`src/rtl/cla_mul_seq.sv`:
```
// Shift-add 32x32 multiplier that borrows the ALU's shared carry-lookahead adder, one add per cycle.
// Define CLA_MUL_SIGNED_EN to add req_signed and the abs/negate steps around the unsigned core.
module cla_mul_seq #(
  parameter int WIDTH = 32,
  parameter int ITER  = 32
) (
  input  logic                 clk,
  input  logic                 rst_n,
  input  logic                 req_valid,
  output logic                 req_ready,
  input  logic [0:WIDTH-1]     req_a,
  input  logic [0:WIDTH-1]     req_b,
`ifdef CLA_MUL_SIGNED_EN
  input  logic                 req_signed,
`endif
  input  logic                 flush,
  output logic                 rsp_valid,
  input  logic                 rsp_ready,
  output logic [0:2*WIDTH-1]   rsp_prod,
  output logic                 busy,
  output logic [0:WIDTH-1]     add_a,
  output logic [0:WIDTH-1]     add_b,
  output logic                 add_cin,
  input  logic [0:WIDTH-1]     add_sum,
  input  logic                 add_cout
);

  typedef enum logic [2:0] {
    S_IDLE   = 3'd0,
    S_RUN    = 3'd1,
    S_DONE   = 3'd2,
    S_ABS_A  = 3'd3,
    S_ABS_B  = 3'd4,
    S_NEG_LO = 3'd5,
    S_NEG_HI = 3'd6
  } state_t;

  localparam logic [5:0] CNT_LAST = 6'(ITER - 1);

  state_t               r_state;
  logic [0:WIDTH-1]     r_mcand;
  logic [0:WIDTH-1]     r_hi;
  logic [0:WIDTH-1]     r_lo;
  logic [5:0]           r_cnt;

  state_t               w_state_dp;
  state_t               w_state_nxt;
  logic [0:WIDTH-1]     w_mcand_nxt;
  logic [0:WIDTH-1]     w_hi_nxt;
  logic [0:WIDTH-1]     w_lo_nxt;
  logic [5:0]           w_cnt_nxt;
  logic                 w_req_ready;
  logic                 w_rsp_valid;
  logic                 w_busy;
  logic [0:WIDTH-1]     w_add_a;
  logic [0:WIDTH-1]     w_add_b;
  logic                 w_add_cin;
  logic [0:2*WIDTH-1]   w_prod;

`ifdef CLA_MUL_SIGNED_EN
  logic                 r_sgn;
  logic                 r_neg;
  logic                 r_carry;
  logic                 w_sgn_nxt;
  logic                 w_neg_nxt;
  logic                 w_carry_nxt;
`endif

  // State register and datapath registers.
  always_ff @(posedge clk or negedge rst_n) begin
    if (!rst_n) begin
      r_state <= S_IDLE;
      r_mcand <= '0;
      r_hi    <= '0;
      r_lo    <= '0;
      r_cnt   <= 6'd0;
`ifdef CLA_MUL_SIGNED_EN
      r_sgn   <= 1'b0;
      r_neg   <= 1'b0;
      r_carry <= 1'b0;
`endif
    end else begin
      r_state <= w_state_nxt;
      r_mcand <= w_mcand_nxt;
      r_hi    <= w_hi_nxt;
      r_lo    <= w_lo_nxt;
      r_cnt   <= w_cnt_nxt;
`ifdef CLA_MUL_SIGNED_EN
      r_sgn   <= w_sgn_nxt;
      r_neg   <= w_neg_nxt;
      r_carry <= w_carry_nxt;
`endif
    end
  end

  // Next-state, datapath update and adder/handshake drive per state.
  always_comb begin
    w_state_dp  = r_state;
    w_mcand_nxt = r_mcand;
    w_hi_nxt    = r_hi;
    w_lo_nxt    = r_lo;
    w_cnt_nxt   = r_cnt;
    w_req_ready = 1'b0;
    w_rsp_valid = 1'b0;
    w_busy      = 1'b0;
    w_add_a     = '0;
    w_add_b     = '0;
    w_add_cin   = 1'b0;
    w_prod      = '0;
`ifdef CLA_MUL_SIGNED_EN
    w_sgn_nxt   = r_sgn;
    w_neg_nxt   = r_neg;
    w_carry_nxt = r_carry;
`endif
    case (r_state)
      S_IDLE: begin
        w_req_ready = 1'b1;
        if (req_valid && !flush) begin
          w_mcand_nxt = req_a;
          w_lo_nxt    = req_b;
          w_hi_nxt    = '0;
          w_cnt_nxt   = 6'd0;
`ifdef CLA_MUL_SIGNED_EN
          w_sgn_nxt   = req_signed;
          w_neg_nxt   = req_signed & (req_a[0] ^ req_b[0]);
          w_state_dp  = S_ABS_A;
`else
          w_state_dp  = S_RUN;
`endif
        end else begin
          w_state_dp  = S_IDLE;
        end
      end
      S_RUN: begin
        w_busy    = 1'b1;
        w_add_a   = r_hi;
        w_add_b   = r_lo[WIDTH-1] ? r_mcand : '0;
        // 33-bit sum shifts right into hi; its LSB enters lo from the top.
        w_hi_nxt  = {add_cout, add_sum[0:WIDTH-2]};
        w_lo_nxt  = {add_sum[WIDTH-1], r_lo[0:WIDTH-2]};
        w_cnt_nxt = r_cnt + 6'd1;
        if (r_cnt == CNT_LAST) begin
`ifdef CLA_MUL_SIGNED_EN
          w_state_dp = S_NEG_LO;
`else
          w_state_dp = S_DONE;
`endif
        end else begin
          w_state_dp = S_RUN;
        end
      end
      S_DONE: begin
        w_rsp_valid = 1'b1;
        w_prod      = {r_hi, r_lo};
        if (rsp_ready) begin
          w_state_dp = S_IDLE;
        end else begin
          w_state_dp = S_DONE;
        end
      end
`ifdef CLA_MUL_SIGNED_EN
      S_ABS_A: begin
        w_busy     = 1'b1;
        w_add_a    = ~r_mcand;
        w_add_cin  = 1'b1;
        w_state_dp = S_ABS_B;
        if (r_sgn && r_mcand[0]) begin
          w_mcand_nxt = add_sum;
        end else begin
          w_mcand_nxt = r_mcand;
        end
      end
      S_ABS_B: begin
        w_busy     = 1'b1;
        w_add_a    = ~r_lo;
        w_add_cin  = 1'b1;
        w_state_dp = S_RUN;
        if (r_sgn && r_lo[0]) begin
          w_lo_nxt = add_sum;
        end else begin
          w_lo_nxt = r_lo;
        end
      end
      S_NEG_LO: begin
        // Low-word carry is kept for the high-word negate next cycle.
        w_busy      = 1'b1;
        w_add_a     = ~r_lo;
        w_add_cin   = 1'b1;
        w_carry_nxt = add_cout;
        w_state_dp  = S_NEG_HI;
        if (r_neg) begin
          w_lo_nxt = add_sum;
        end else begin
          w_lo_nxt = r_lo;
        end
      end
      S_NEG_HI: begin
        w_busy     = 1'b1;
        w_add_a    = ~r_hi;
        w_add_cin  = r_carry;
        w_state_dp = S_DONE;
        if (r_neg) begin
          w_hi_nxt = add_sum;
        end else begin
          w_hi_nxt = r_hi;
        end
      end
`endif
      default: begin
        w_state_dp = S_IDLE;
      end
    endcase
    w_state_nxt = flush ? S_IDLE : w_state_dp;
  end

  assign req_ready = w_req_ready;
  assign rsp_valid = w_rsp_valid;
  assign rsp_prod  = w_prod;
  assign busy      = w_busy;
  assign add_a     = w_add_a;
  assign add_b     = w_add_b;
  assign add_cin   = w_add_cin;

endmodule
```
`config.mk`:
```
export PLATFORM = sky130hd
export DESIGN_NAME = cla_mul_seq
export DESIGN_NICKNAME = d
export VERILOG_FILES = /design/src/rtl/cla_mul_seq.sv
export SDC_FILE = /design/constraint.sdc
export NUM_CORES = 1
export LEC_CHECK = 0
export ABC_AREA = 0
export BUFFER_PORTS_ARGS = -buffer_cell sky130_fd_sc_hd__buf_2
export CAP_MARGIN = 20
export CORE_MARGIN = 3
export CORE_UTILIZATION = 30
export DETAILED_ROUTE_END_ITERATION = 12
export PLACE_DENSITY = 0.6
export SYNTH_ARGS = -nofsm -noshare
export SYNTH_HDL_FRONTEND = slang
export SYNTH_SLANG_ARGS = --single-unit
```
`constraint.sdc`:
```
create_clock -name clk -period 1.4 [get_ports clk]
set_input_delay 0.21 -clock clk [delete_from_list [all_inputs] [get_ports clk]]
set_output_delay 0.21 -clock clk [all_outputs]
set_load 0.05 [all_outputs]
```
==> metrics.txt <==
# clock sinks=104; Syn-to-layout area delta=82.5%; Fin Hold WS=55.5 ps; kind of critical path=reg -> out; syn avg cell area=8.13 um2; routability cong.=0.749; Routed WL=19.0 mm; drt first pass iters=5; most common cell after layout, fill and taps aside=nand2_1; max-cap violation count=0; largest net degree at the start of global routing=74; Starting Density=31.0%; status=complete, but fails checks; CP Launch Type=flop; DIE AREA=18,900 um2; gr ovfl total=0; post-route ant nets=0; HP Class=in -> reg; RSZ-0062 raised after global routing=yes; proportion of layout cells with a drive suffix above 1=52.1%; areal power density over the cells=1070 nW/um2; most frequent cells in the layout=nand2_1, buf_8, dfrtp_1; Pleak=4.74 nW; Core Footprint=16,800 um2; fin nets=994; Final Power=10.1 mW; initial antenna violation count=0; H-tree levels=3; final setup TNS=-84,170 ps; Final min period=1830 ps; failing checks=setup timing; CP endpoint kind=output port; skew final=6.87 ps; critical path arrival=1620 ps; clock tree buffer depth=2; Vias/cell=4.72; CTS Buf Count=9; Site Rows=47; Die Height=137 um; input/output buffers=232; first-pass GRT wire length=28.3 mm; post-synthesis cell type count=28; clk slew on worst S/H paths=70 ps; Root Buffer Master=clkbuf_16; f_max=548 MHz; DP Cell Count=1,069; vias in the first global route=5,338; GRT Resource Usage Total=19.2%; setup violators final=235; Final Cycle Share=130%; TritonCTS clock tree=done; routed vias=5,271; synthesized cell area=5190 um2; fin. max-slew vios=0; flops & latches, synth=104; IO Count=234; endpoints failing hold=0; post-detail-place hpwl=10.9 mm; Required @ worst endpoint=1190 ps; ANT cells=0; final setup margin=-426 ps; post-route DRC violation count=0; DRT iter0 DRCs=187; crit-path max FO=19; clock latency on the worst-skew pair=350 ps; post-synth net total=741; Seq/Total Area, Yosys=50.2%; YS warnings=0; Mapped Cells=638; die extent in x=137 um; Max VDD drop=0.000563 V; Wirelength per Cell=17.0 um; non-filler instance count after layout=1,116
[state kept, by name (all words and copies together) (netlist names)]
signal	count
r_lo	32
r_cnt	6
r_state	2
r_hi	32
r_mcand	32
[final timing paths]
path	from	to	slack [ps]	cells after the start
max in group asynchronous	rst_n	r_state[0]$_DFF_PN0_	620	3
min in group asynchronous	rst_n	r_hi[1]$_DFFE_PN0P_	460	3
worst max register to register	r_state[1]$_DFF_PN0_	r_cnt[0]$_DFFE_PN0P_	-430	6
worst max-delay path	r_state[0]$_DFF_PN0_	rsp_prod[59]	-430	5
worst min register to register	r_mcand[30]$_DFFE_PN0N_	r_mcand[30]$_DFFE_PN0N_	480	2
worst min-delay path	add_sum[24]	r_hi[25]$_DFFE_PN0P_	60	3
[power by group]
part,total [mW],switching (mW),internal (mW)
Sequential,4.26,0.572,3.69
Combinational,3.22,1.75,1.47
Clock,2.63,1.14,1.49
Total,10.1,3.46,6.65
[repair_timing]
item / 4_1_cts / 5_1_grt
hold buffers: 1 / 0
buffers inserted: 15 / 6
endpoints found under the setup margin: 234 / 235
pin swaps: 10 / 10
gates cloned: 9 / 5
gates resized for setup: 318 / 122
endpoints found under the hold margin: 104 / 0
[metrics by stage]
stage	instance area (um2)	setup WS [ps]	util [%]
final	9470	-426	56.5
after global routing	9470	-490	56.5
after CTS	8970	-427	53.5
after detailed placement	7260	-279	43.3
after global placement	7260	-264	43.3
after floorplan	5730	-119	-
[routing by layer]
layer	GRT usage [%]	vias up	wire (um)
met3	3.91	12	1170
met2	32.8	183	9710
met5	0	-	0
li1	-	2550	-
met1	24.7	2526	7900
met4	5.38	0	182
[critical path: stages (launching register included)]
cell and delay [ps]:
dfrtp_2 460, nor2b_4 190, buf_4 150, buf_12 150, and2_2 180, buf_8 140
[final cells by class]
type                       instances  area, um2
fill                            1403       7290
timing repair buffer             295       3390
multi-input combinational        480       2870
sequential                       104       2600
tap                              220        275
clock buffer                      12        256
clock inverter                     4       52.6
inverter                           1       16.3
[synthesized netlist by cell type (all sizes together)]
| library cell | n | share of area (%) |
|---|---|---|
| dfrtp | 104 | 50 |
| a21oi | 3 | 0.29 |
| and3 | 32 | 3.9 |
| o21ai | 2 | 0.19 |
| o311ai | 1 | 0.17 |
| nand2b | 2 | 0.24 |
| xor2 | 1 | 0.17 |
| buf | 27 | 3.1 |
| nand2 | 229 | 17 |
| nand3 | 101 | 9.7 |
| o21a | 1 | 0.14 |
| nor3 | 1 | 0.096 |
| inv | 1 | 0.072 |
| o31ai | 2 | 0.29 |
| clkbuf | 26 | 1.9 |
| nor2 | 1 | 0.072 |
| or4b | 1 | 0.19 |
| o211ai | 1 | 0.24 |
| conb | 1 | 0.072 |
| o41ai | 1 | 0.17 |
| ha | 1 | 0.24 |
| or4 | 1 | 0.14 |
| nor4b | 1 | 0.17 |
| nor2b | 1 | 0.12 |
| and2 | 96 | 12 |
[cells by family (layout without fill, tap and decap cells)]
| group | after synthesis | in the layout | synth area share [%] |
|---|---|---|---|
| AO/OA/AOI/OAI | 11 | 11 | 1.50 |
| XOR/XNOR | 1 | 1 | 0.169 |
| adder cells (fa/ha/maj) | 1 | 1 | 0.241 |
| buffers and inverters | 54 | 312 | 5.06 |
| flip-flops | 104 | 104 | 50.2 |
| other | 1 | 1 | 0.0723 |
| AND/OR/NAND/NOR | 466 | 466 | 42.8 |
(Power assumes the default switching activity.)
